`src/rtl/jk_bank_sequencer_if.sv`:
```
// Command handshake bundle between a controller and jk_bank_sequencer.
// The master offers a command; the slave raises cmd_ready while it can take one.
interface jk_bank_sequencer_if #(
  parameter int WIDTH = 4,
  parameter int CNT_W = 8
);
  logic             cmd_valid;
  logic             cmd_ready;
  logic [2:0]       cmd_op;
  logic [WIDTH-1:0] cmd_data;
  logic [CNT_W-1:0] cmd_len;

  modport master (
    output cmd_valid,
    output cmd_op,
    output cmd_data,
    output cmd_len,
    input  cmd_ready
  );

  modport slave (
    input  cmd_valid,
    input  cmd_op,
    input  cmd_data,
    input  cmd_len,
    output cmd_ready
  );
endinterface

```
`src/rtl/jk_bank_sequencer.sv`:
```
// Sequences J/K drive vectors for an external JK flip-flop bank and checks its Q feedback.
// Define JKSEQ_DOWN_COUNT_EN to add CNT_DN (op 6); otherwise op 6 is treated as illegal.
module jk_bank_sequencer #(
  parameter int WIDTH = 4,
  parameter int CNT_W = 8
) (
  input  logic                 clk,
  input  logic                 reset,
  jk_bank_sequencer_if.slave   cmd,
  input  logic [WIDTH-1:0]     q_in,
  output logic [WIDTH-1:0]     j_out,
  output logic [WIDTH-1:0]     k_out,
  output logic                 busy,
  output logic                 done,
  output logic                 mismatch,
  output logic                 illegal,
  output logic                 wrap
);

  typedef enum logic [1:0] {IDLE, APPLY, COUNT, CHECK} state_t;

  localparam logic [2:0] OP_NOP    = 3'd0;
  localparam logic [2:0] OP_LOAD   = 3'd1;
  localparam logic [2:0] OP_CLEAR  = 3'd2;
  localparam logic [2:0] OP_SET    = 3'd3;
  localparam logic [2:0] OP_TOGGLE = 3'd4;
  localparam logic [2:0] OP_CNT_UP = 3'd5;
`ifdef JKSEQ_DOWN_COUNT_EN
  localparam logic [2:0] OP_CNT_DN = 3'd6;
`endif

  localparam logic [WIDTH-1:0] ALL_ONES = {WIDTH{1'b1}};

  state_t           stateReg;
  logic [WIDTH-1:0] expReg;
  logic [CNT_W-1:0] remReg;
  logic [WIDTH-1:0] upMask;

  // A bit toggles on a one-step count iff every lower bit is 1 (up) / 0 (down).
  generate
    for (genvar gi = 0; gi < WIDTH; gi++) begin : g_up_mask
      if (gi == 0) begin : g_lsb
        assign upMask[gi] = 1'b1;
      end else begin : g_upper
        assign upMask[gi] = &expReg[gi-1:0];
      end
    end
  endgenerate

`ifdef JKSEQ_DOWN_COUNT_EN
  logic [WIDTH-1:0] downMask;
  logic             countDownReg;

  generate
    for (genvar gi = 0; gi < WIDTH; gi++) begin : g_down_mask
      if (gi == 0) begin : g_lsb
        assign downMask[gi] = 1'b1;
      end else begin : g_upper
        assign downMask[gi] = ~|expReg[gi-1:0];
      end
    end
  endgenerate
`endif

  assign cmd.cmd_ready = (stateReg == IDLE);
  assign busy          = (stateReg != IDLE);

  always_ff @(posedge clk) begin
    if (reset) begin
      stateReg <= IDLE;
      expReg   <= '0;
      remReg   <= '0;
      j_out    <= '0;
      k_out    <= '0;
      done     <= 1'b0;
      illegal  <= 1'b0;
      wrap     <= 1'b0;
      mismatch <= 1'b0;
`ifdef JKSEQ_DOWN_COUNT_EN
      countDownReg <= 1'b0;
`endif
    end else begin
      done    <= 1'b0;
      illegal <= 1'b0;
      wrap    <= 1'b0;
      case (stateReg)
        IDLE: begin
          if (cmd.cmd_valid) begin
            case (cmd.cmd_op)
              OP_NOP: done <= 1'b1;
              OP_LOAD: begin
                j_out    <= cmd.cmd_data;
                k_out    <= ~cmd.cmd_data;
                expReg   <= cmd.cmd_data;
                stateReg <= APPLY;
              end
              OP_CLEAR: begin
                j_out    <= '0;
                k_out    <= ALL_ONES;
                expReg   <= '0;
                stateReg <= APPLY;
              end
              OP_SET: begin
                j_out    <= ALL_ONES;
                k_out    <= '0;
                expReg   <= ALL_ONES;
                stateReg <= APPLY;
              end
              OP_TOGGLE: begin
                j_out    <= cmd.cmd_data;
                k_out    <= cmd.cmd_data;
                expReg   <= expReg ^ cmd.cmd_data;
                stateReg <= APPLY;
              end
              OP_CNT_UP: begin
                remReg   <= cmd.cmd_len;
                stateReg <= COUNT;
`ifdef JKSEQ_DOWN_COUNT_EN
                countDownReg <= 1'b0;
`endif
              end
`ifdef JKSEQ_DOWN_COUNT_EN
              OP_CNT_DN: begin
                remReg       <= cmd.cmd_len;
                countDownReg <= 1'b1;
                stateReg     <= COUNT;
              end
`endif
              default: begin
                illegal <= 1'b1;
                done    <= 1'b1;
              end
            endcase
          end
        end
        APPLY: begin
          j_out    <= '0;
          k_out    <= '0;
          stateReg <= CHECK;
        end
        COUNT: begin
          if (remReg != '0) begin
            remReg <= remReg - 1'b1;
`ifdef JKSEQ_DOWN_COUNT_EN
            if (countDownReg) begin
              j_out  <= downMask;
              k_out  <= downMask;
              expReg <= expReg - 1'b1;
              wrap   <= ~|expReg;
            end else begin
              j_out  <= upMask;
              k_out  <= upMask;
              expReg <= expReg + 1'b1;
              wrap   <= &expReg;
            end
`else
            j_out  <= upMask;
            k_out  <= upMask;
            expReg <= expReg + 1'b1;
            wrap   <= &expReg;
`endif
          end else begin
            j_out    <= '0;
            k_out    <= '0;
            stateReg <= CHECK;
          end
        end
        CHECK: begin
          if (q_in != expReg) mismatch <= 1'b1;
          done     <= 1'b1;
          stateReg <= IDLE;
        end
        default: stateReg <= IDLE;
      endcase
    end
  end

endmodule

```
`src/flat_wrapper.sv`:
```
// flat-port wrapper written by rule: the top's interface ports become plain ports
module jk_bank_sequencer_flat 
#(
  parameter int WIDTH = 4,
  parameter int CNT_W = 8
)
  (clk, reset, q_in, j_out, k_out, busy, done, mismatch, illegal, wrap, cmd_cmd_valid, cmd_cmd_op, cmd_cmd_data, cmd_cmd_len, cmd_cmd_ready);
  jk_bank_sequencer_if #(.WIDTH(WIDTH), .CNT_W(CNT_W)) cmd_i ();
  input  logic clk;
  input  logic reset;
  input  logic [WIDTH-1:0] q_in;
  output logic [WIDTH-1:0] j_out;
  output logic [WIDTH-1:0] k_out;
  output logic busy;
  output logic done;
  output logic mismatch;
  output logic illegal;
  output logic wrap;
  input wire logic [$bits(cmd_i.cmd_valid)-1:0] cmd_cmd_valid;
  input wire logic [$bits(cmd_i.cmd_op)-1:0] cmd_cmd_op;
  input wire logic [$bits(cmd_i.cmd_data)-1:0] cmd_cmd_data;
  input wire logic [$bits(cmd_i.cmd_len)-1:0] cmd_cmd_len;
  output wire logic [$bits(cmd_i.cmd_ready)-1:0] cmd_cmd_ready;
  assign cmd_i.cmd_valid = cmd_cmd_valid;
  assign cmd_i.cmd_op = cmd_cmd_op;
  assign cmd_i.cmd_data = cmd_cmd_data;
  assign cmd_i.cmd_len = cmd_cmd_len;
  assign cmd_cmd_ready = cmd_i.cmd_ready;
  jk_bank_sequencer #(.WIDTH(WIDTH), .CNT_W(CNT_W)) u_core (.clk(clk), .reset(reset), .cmd(cmd_i), .q_in(q_in), .j_out(j_out), .k_out(k_out), .busy(busy), .done(done), .mismatch(mismatch), .illegal(illegal), .wrap(wrap));
endmodule
```
`config.mk`:
```
export PLATFORM = sky130hd
export DESIGN_NAME = jk_bank_sequencer_flat
export DESIGN_NICKNAME = d
export VERILOG_FILES = /design/src/rtl/jk_bank_sequencer_if.sv /design/src/rtl/jk_bank_sequencer.sv /design/src/flat_wrapper.sv
export SDC_FILE = /design/constraint.sdc
export NUM_CORES = 1
export LEC_CHECK = 0
export CAP_MARGIN = 20
export CORE_MARGIN = 4
export CORE_UTILIZATION = 50
export DETAILED_ROUTE_END_ITERATION = 16
export PLACE_DENSITY = 0.77
export SLEW_MARGIN = 20
export SYNTH_ARGS = -nofsm -noshare
export SYNTH_HDL_FRONTEND = slang
export SYNTH_SLANG_ARGS = --single-unit
```
`constraint.sdc`:
```
create_clock -name clk -period 2.3 [get_ports clk]
set_clock_uncertainty 0.15 [all_clocks]
set_input_delay 0.46 -clock clk [delete_from_list [all_inputs] [get_ports clk]]
set_output_delay 0.46 -clock clk [all_outputs]
set_load 0.02 [all_outputs]
```
# After elaboration in Yosys (flattened, before gate mapping)

Index checks and enable logic that the tools add are counted.

Logic and storage cells: 77
Input port bits: 22
Bits in registers: 26
Output and inout bits: 14

$add $sub $neg: 2
Bitwise logic cells: 6
Mux-type cells: 23
Equality and inequality tests: 16
Reductions and logical operators: 21

Operator list:

| operator              | number |
|---|---|
| $pmux W4 S3           | 3 |
| $pmux W4 S4           | 2 |
| $mux W8               | 3 |
| $mux W4               | 5 |
| $pmux W8 S2           | 1 |
| $reduce_and A3 Y1     | 4 |
| $reduce_and A4 Y1     | 3 |
| $pmux W2 S4           | 1 |
| $pmux W4 S2           | 1 |
| $reduce_bool A8 Y1    | 1 |
| $sub A8 B1 Y8 const B | 1 |
| $eq A3 B2 Y1 const B  | 2 |
| $eq A3 B3 Y1 const B  | 2 |
| $reduce_or A3 Y1      | 2 |
| $reduce_or A6 Y1      | 1 |
| $ne A5 B1 Y1 const B  | 1 |
| $reduce_or A5 Y1      | 1 |
| $add A4 B1 Y4 const B | 1 |
| $eq A2 B2 Y1 const B  | 2 |
| $mux W2               | 2 |
| $ne A2 B1 Y1 const B  | 2 |
| $ne A2 B2 Y1 const B  | 2 |
| $ne A4 B2 Y1 const B  | 1 |
| $ne A4 B4 Y1          | 1 |
| other kinds (16)      | 23 |

# Longest topological paths before layout

Gate-level depths: netlist of run 1.

Depth in word-level cells: 5
Depth in mapped cells: 8
Mapped depth without buffers: 6

# Worst setup path before layout of run 1

No wires, ideal clock.

Kind: register to register
Start point: reg u_core.stateReg[0]
End point: reg u_core.expReg[0]
Required time: 2.047 ns
Cell stages (with the launch flop): 8
Slack: 0.228 ns
Path buffers: 1
Period minus slack after synthesis: 2.072 ns
Setup time: 0.103 ns
Arrival: 1.819 ns
Cell sequence: dfxtp_1 -> inv_1 -> ha_1 -> inv_1 -> a31o_1 -> buf_6 -> and3_4 -> a2111oi_2

Cells in the longest elaborated chain, start to end: 3
Elaborated cells between the ends (all ways): 8
Those cells by class: eq/ne (4); mux (1); reduce/logical (3)

RTL lines:

| what                                                  | line                     | text |
|---|---|---|
| from (decl)                                           | jk_bank_sequencer.sv:34  | `state_t stateReg;` |
| from (signal assigned)                                | jk_bank_sequencer.sv:70  | `stateReg <= IDLE;` |
| from (signal assigned)                                | jk_bank_sequencer.sv:95  | `stateReg <= APPLY;` |
| from (signal assigned)                                | jk_bank_sequencer.sv:101 | `stateReg <= APPLY;` |
| $logic_not A2 Y1 (*)                                  | --                       |  |
| via cmd_cmd_ready                                     | flat_wrapper.sv:23       | `output wire logic [$bits(cmd_i.cmd_ready)-1:0] cmd_cmd_ready;` |
| $ne A5 B1 Y1 (no source line) (tied with other cells) | --                       |  |
| $reduce_and A4 Y1 (no source line)                    | --                       |  |
| to (signal assigned)                                  | jk_bank_sequencer.sv:94  | `expReg <= cmd.cmd_data;` |
| to (signal assigned)                                  | jk_bank_sequencer.sv:112 | `expReg <= expReg ^ cmd.cmd_data;` |
| to (signal assigned)                                  | jk_bank_sequencer.sv:159 | `expReg <= expReg + 1'b1;` |
| to (decl)                                             | jk_bank_sequencer.sv:35  | `logic [WIDTH-1:0] expReg;` |

The timed path passes the listed nets; every way through them passes the cells marked *.
A chain may end at the register's enable or synchronous reset.

# Worst setup path after layout of run 1

Start point: in cmd_cmd_op[2]
End point: reg u_core.expReg[0]

Cells in the longest elaborated chain, start to end: 4
Elaborated cells between the ends (all ways): 9
Those cells by class: eq/ne (5); mux (3); reduce/logical (1)

RTL lines:

| what                                 | line                    | text |
|---|---|---|
| from (decl)                          | flat_wrapper.sv:20      | `input wire logic [$bits(cmd_i.cmd_op)-1:0] cmd_cmd_op;` |
| $eq A3 B3 Y1 (tied with other cells) | jk_bank_sequencer.sv:89 | `case (cmd.cmd_op)` |
| $pmux W4 S4                          | jk_bank_sequencer.sv:89 |  |
| $mux W4                              | jk_bank_sequencer.sv:88 | `if (cmd.cmd_valid) begin` |
| $pmux W4 S2                          | jk_bank_sequencer.sv:86 | `case (stateReg)` |

Parallel ways exist; a longest one is shown, timed or not. The select of a mux whose other input is x is not followed.

==> results of run 1 <==
-- registers in the layout, indices dropped and copies added (netlist names) --
signal	count
u_core.remReg	8
u_core.expReg	4
u_core.j_out	4
u_core.k_out	4
u_core.stateReg	2
u_core.done	1
u_core.illegal	1
u_core.mismatch	1
u_core.wrap	1
-- kinds of logic (layout without fill, tap and decap cells) --
family,after synthesis,in the layout,share of synthesized area
simple gates,78,78,0.2351
xor+xnor,4,4,0.01838
mux,3,3,0.01707
compound gates,92,92,0.3395
flops,26,26,0.2731
fa+ha+maj,8,8,0.05253
buf+inv,29,83,0.06434
-- layout by cell type, fill, tap and decap left out, types with 3 or more instances in the layout --
cell type        netlist  routed
o32ai_1                4       4
dfxtp_1               26      26
a21o_1                 5       5
clkdlybuf4s50_1        0      33
o2111ai_1              4       4
nor2b_1                7       7
ha_1                   8       8
nand2b_1               4       4
nor2_1                15      15
a2111o_1               3       3
o21ai_0               13      13
a311oi_1               7       7
and3_1                 5       5
or3b_2                 3       3
a31oi_1                7       7
o21a_1                 3       3
nor3_1                 6       6
inv_1                 12      12
nand3_1                8       8
buf_4                  0      31
nor3b_1                3       3
a2111oi_0              3       3
nand2_1               14      14
xnor2_1                4       4
a21oi_1               24      24
clkbuf_8               0       4
-- power groups by stage --
stage	clock (mW)	sequential, mW	combinational [mW]
floorplan	0	0.619	0.464
global placement	0	0.589	0.791
detailed placement	0	0.591	0.797
CTS	0.313	0.581	0.791
global route	0.326	0.591	0.874
finish	0.306	0.581	0.791
-- routing by layer --
layer  up-vias  wire length, um  share of wire  GRT usage
li1       1021                -              -          -
met1       969             2255           0.43     0.2836
met2        58             2621           0.50     0.3792
met3         8              255          0.049    0.02754
met4         0               75          0.014    0.05745
met5         -                0              0          0
-- worst min path at each step --
stage / end / start / slack (ns) / depth (start not counted)
final: u_core.mismatch / u_core.mismatch / 0.33 / 2
after global routing: u_core.j_out[0] / u_core.j_out[0] / 0.38 / 2
after CTS: u_core.mismatch / u_core.mismatch / 0.34 / 2
after detailed placement: u_core.mismatch / u_core.mismatch / 0.32 / 2
after global placement: u_core.mismatch / u_core.mismatch / 0.31 / 2
after floorplan: u_core.stateReg[0] / u_core.stateReg[0] / 0.32 / 2
-- through the flow --
step	hold WS, ns	instances	instance area (um2)	setup WS [ns]	util
6_report	0.3296	342	2527	0.1359	0.6904
3_3_place_gp	0.3080	338	2475	-0.1093	0.6760
3_5_place_dp	0.3154	338	2475	-0.1272	0.6760
2_1_floorplan	0.3167	240	1906	0.2277	-
5_1_grt	0.3846	342	2527	0.04285	0.6904
4_1_cts	0.3380	342	2527	0.1566	0.6904
-- Yosys cell counts, types with 2 or more instances --
library cell	n	area, um2
clkbuf_1	10	37.54
a21oi_1	24	120.1
buf_2	5	25.02
a31oi_1	7	43.79
a21boi_0	2	15.01
a21o_1	5	37.54
a311oi_1	7	61.31
xnor2_1	4	35.03
o21ai_0	13	65.06
nand3_1	8	40.04
nand2b_1	4	25.02
mux2_2	2	22.52
o21a_1	3	22.52
o311ai_0	2	17.52
and3_1	5	31.28
inv_1	12	45.04
a2111o_1	3	33.78
nor3_1	6	30.03
nor2_1	15	56.30
nand4_1	2	12.51
or3b_2	3	26.28
nor2b_1	7	43.79
dfxtp_1	26	520.5
o32ai_1	4	35.03
o41ai_1	2	17.52
nand2_1	14	52.55
a22oi_1	2	15.01
ha_1	8	100.1
o2111ai_1	4	35.03
a2111oi_0	3	26.28
nor3b_1	3	22.52
-- worst register-to-register path, delay by kind of cell, from the launching register on --
| kind | cells | cell delay [ns] |
|---|---|---|
| AOI/OAI and AO/OA | 3 | 0.98 |
| adders and majority gates | 1 | 0.19 |
| buffers and inverters | 1 | 0.10 |
| DFF | 1 | 0.40 |
| and+or+nand+nor | 1 | 0.18 |
-- area by class of cell --
class,count,area (um2)
inverter,13,48.80
sequential,26,520.5
multi-input combinational,185,1262
timing repair buffer,66,580.6
clock buffer,4,55.05
fill,311,1134
tap,48,60.06
-- what timing repair did --
item                       4_1_cts  5_1_grt
resized for setup                2        0
buffers inserted                 0        0
setup endpoints to repair        2        0
==> results.json, run 1 <==
{
  "outcome": "finished clean",
  "final_hold_viol_count": 0,
  "vias": 2056,
  "grt_first_pass_wirelength_um": 8990,
  "num_antenna_cells": 0,
  "slew_headroom": 0.5133,
  "routed_wl_um": 5208,
  "tns_ns": 0,
  "nets": 325,
  "leakage_nw": 0.9602,
  "cp_data_required_time_ns": 2.32,
  "ys_seq_area_frac": 0.2731,
  "critical_path.top_delay_family": "simple AND/OR/NAND/NOR gates",
  "viasPerCell": 6.012,
  "yosys_warnings": 0,
  "path_buf_inv": 1,
  "postRouteAntennaNets": 0,
  "cp-start-kind": "primary input",
  "htreeDepth": 1,
  "die_w_um": 69.74,
  "gp_congestion": 0.9137,
  "rows": 22,
  "slowest_delay_ns": 0.56,
  "setup.worst_path.start": "cmd_cmd_op[2]",
  "syn_to_final_growth_pct": 32.63,
  "hp-class": "register to register",
  "die_h_um": 69.74,
  "critPathArrivalTime_ns": 2.19,
  "postCtsHoldBufs": 0,
  "ys_ff_latch": 26,
  "path_max_fanout": 8,
  "timing.rr.start": "u_core.remReg[0]",
  "drtIter0Drc": 213,
  "grt_overflow": 0,
  "dieArea_um2": 4863,
  "path_cells": "clkdlybuf4s50_1 > or3_4 > a31o_1 > and3_4 > a2111oi_2",
  "cts_root_buf": "clkbuf_8",
  "cp_slowest_cell": "clkdlybuf4s50_1",
  "synth_edf_count": 0,
  "ff2ff_path_depth": 6,
  "netlist_instances": 240,
  "wl_per_cell_um": 15.23,
  "powerDensity_nw_per_um2": 663.8,
  "worst_slew_pin_slew_ns": 0.7234,
  "cts_sinks": 26,
  "maxSlewViolCount": 0,
  "cts_buffer_depth": 2,
  "net-switching-power_mw": 0.6374,
  "clk_pin_slew_ns": 0.09,
  "grt_max_degree": 19,
  "power.share.switching": 0.3800,
  "crit_type": "primary input to register",
  "layout-drive-gt1-share": 0.1599,
  "fmax_mhz": 462.1,
  "clock_latency_ns": 0.27,
  "maxCapViolations": 0,
  "grt_setup_unrepaired": "no",
  "grt_usage": 0.2181,
  "syn-num-nets": 270,
  "finalSetupViolCount": 0,
  "start_util": 0.5205,
  "endpoint_kind": "register",
  "totalPowerFinal_mw": 1.678,
  "postSynthAreaPerCell_um2": 7.940,
  "core_um2": 3661,
  "drc": 0,
  "reg2reg_to": "u_core.expReg[0]",
  "ys_async_sr_fraction": 0,
  "cts_made_buffers": 3,
  "cp_num_cells": 5,
  "p_comb_frac": 0.472,
  "syn-cell-area_um2": 1906,
  "yosysUniqueCellTypes": 56,
  "synthFlopType": "dfxtp_1",
  "cts_tree": "built",
  "port_buffers": 35,
  "io_pins": 36,
  "r2r_slack_ns": 0.20,
  "grt_pass1_vias": 2007,
  "min_period_ns": 2.164,
  "finalCritPeriodShare": 0.9409,
  "antenna_found_initial": 0,
  "crit_end": "u_core.expReg[0]",
  "power_frac_seq": 0.346,
  "intPower_mw": 1.040,
  "peakVddDrop_v": 0.0003908,
  "first_pass_iters": 5,
  "hpwl_um": 4026,
  "clkPwrFrac": 0.182
}
Power figures use the tool's default switching activity.
==> run 2: changes to the inputs <==
--- a/config.mk
+++ b/config.mk
@@ -7,10 +7,9 @@
 export LEC_CHECK = 0
 export CAP_MARGIN = 20
 export CORE_MARGIN = 4
-export CORE_UTILIZATION = 50
+export CORE_UTILIZATION = 25
 export DETAILED_ROUTE_END_ITERATION = 16
-export PLACE_DENSITY = 0.77
-export SLEW_MARGIN = 20
+export SLEW_MARGIN = 25
 export SYNTH_ARGS = -nofsm -noshare
 export SYNTH_HDL_FRONTEND = slang
 export SYNTH_SLANG_ARGS = --single-unit
==> results.json, run 2 (synthesis results as in run 1) <==
{
  "outcome": "finished clean",
  "wl_met3_um": 213,
  "cp-start-kind": "primary input",
  "ff2ff_path_depth": 6,
  "postCtsHoldBufs": 0,
  "postRouteAntennaNets": 0,
  "hp-class": "register to register",
  "grt_first_pass_wirelength_um": 9039,
  "grt_max_degree": 19,
  "largest_register": "u_core.remReg",
  "gp_congestion": 0.8207,
  "final_cell_mix": "clkdlybuf4s50_1 (33), buf_4 (30), dfxtp_1 (26)",
  "path_buf_inv": 2,
  "syn_to_final_growth_pct": 35.59,
  "cts_tree": "built",
  "maxSlewViolCount": 0,
  "fin_ws_ns": 0.09965,
  "place_ws_ns": -0.1829,
  "num_antenna_cells": 0,
  "fmax_mhz": 454.5,
  "cts_made_buffers": 3,
  "cts_setup_buffers": 0,
  "endpoint_kind": "register",
  "crit_type": "primary input to register",
  "path_cells": "clkdlybuf4s50_1 > buf_4 > a21oi_1 > o21a_1 > a2111oi_0 > o32ai_1",
  "leakage_nw": 0.9549,
  "grt_setup_unrepaired": "no",
  "path_max_fanout": 9,
  "slowest_delay_ns": 0.63,
  "vias": 2018,
  "dp.cells": 388,
  "timing.rr.start": "u_core.remReg[0]",
  "first_pass_iters": 4,
  "drtIter0Drc": 51,
  "grt_overflow": 0,
  "core_um2": 7331,
  "stdcell_area_um2": 2584,
  "peakVddDrop_v": 0.0002352,
  "cts_sinks": 26,
  "rows": 31,
  "drc": 0,
  "hold_ws_ns": 0.3339,
  "tns_ns": 0,
  "post_cts_resized": 2,
  "totalPowerFinal_mw": 1.687,
  "cts_buffer_depth": 2,
  "viasPerCell": 5.148,
  "clock_latency_ns": 0.27,
  "hp-start": "u_core.mismatch",
  "wl_per_cell_um": 14.06,
  "cp_data_required_time_ns": 2.28,
  "final_common_cell": "clkdlybuf4s50_1",
  "die_w_um": 95.31,
  "top_layer": "met4",
  "powerDensity_nw_per_um2": 653.0,
  "met2_length_um": 2561,
  "critical_path.top_delay_family": "compound AO/OA/AOI/OAI gates",
  "finalSetupViolCount": 0,
  "critPathArrivalTime_ns": 2.18,
  "port_buffers": 35,
  "routed_wl_um": 5510,
  "start_util": 0.2599,
  "min_path_cells": 2,
  "grt_pass1_vias": 1926,
  "io_pins": 36,
  "htreeDepth": 1,
  "dieArea_um2": 9083,
  "final_hold_viol_count": 0,
  "maxCapViolations": 0,
  "antenna_found_initial": 0,
  "cts_root_buf": "clkbuf_8",
  "slew_headroom": 0.4932,
  "min_period_ns": 2.200,
  "grt_usage": 0.1253,
  "die_h_um": 95.31,
  "clk_pin_slew_ns": 0.09,
  "reg2reg_to": "u_core.expReg[0]",
  "cp_slowest_cell": "clkdlybuf4s50_1",
  "nets": 324,
  "hold_path_end": "u_core.mismatch",
  "worst_slew_pin_slew_ns": 0.7533,
  "wl_met1_um": 2652,
  "largest_register_ffs": 8,
  "final_util": 0.3524,
  "finalCritPeriodShare": 0.9567,
  "hpwl_um": 4307,
  "r2r_slack_ns": 0.25,
  "layout-drive-gt1-share": 0.1570,
  "stdcell_count": 392,
  "place_area_um2": 2531
}
## run 2: cell types whose count changed in the layout (fill, tap and decap cells not counted)
cell / previous run / this run
buf_4: 31 / 30
## run 2: report_power, final
| part | switching (mW) | leakage (nW) | internal (mW) |
|---|---|---|---|
| clock | 0.150 | 0.0288 | 0.153 |
| sequential | 0.0653 | 0.212 | 0.518 |
| combinational | 0.431 | 0.714 | 0.370 |
| total | 0.646 | 0.955 | 1.04 |
## run 2: per-layer routing
metal / GRT usage / vias up
li1: - / 1027
met1: 0.1620 / 945
met2: 0.2064 / 37
met3: 0.02526 / 9
met4: 0.04327 / 0
met5: 0 / -
## run 2: worst min-delay path, cell delays in order, from the launching register on
cell	delay (ns)
dfxtp_1	0.34
a21oi_1	0.04
nor2_1	0.07
## run 2: worst max-delay path by stage
stage / startpoint / end / slack (ns) / depth (start not counted)
detailed placement: cmd_cmd_op[2] / u_core.expReg[1] / -0.18 / 6
global placement: cmd_cmd_op[2] / u_core.expReg[1] / -0.20 / 6
CTS: cmd_cmd_op[2] / u_core.expReg[1] / 0.11 / 6
global route: cmd_cmd_op[2] / u_core.expReg[1] / 0.002 / 6
floorplan: u_core.stateReg[0] / u_core.expReg[0] / 0.23 / 7
finish: cmd_cmd_op[2] / u_core.expReg[1] / 0.1 / 6
## run 2: area by class of cell
cell class | count | area [um2]
tap | 99 | 123.9
multi-input combinational | 185 | 1262
fill | 793 | 4747
timing repair buffer | 65 | 573.1
sequential | 26 | 520.5
clock buffer | 4 | 55.05
inverter | 13 | 48.80
==> run 3: changes to the inputs <==
--- a/config.mk
+++ b/config.mk
@@ -9,6 +9,7 @@
 export CORE_MARGIN = 4
 export CORE_UTILIZATION = 25
 export DETAILED_ROUTE_END_ITERATION = 16
+export SKIP_LAST_GASP = 1
 export SLEW_MARGIN = 25
 export SYNTH_ARGS = -nofsm -noshare
 export SYNTH_HDL_FRONTEND = slang
==> results of run 3 <==
The final DEF is identical to that of run 2; final timing and power are the same.
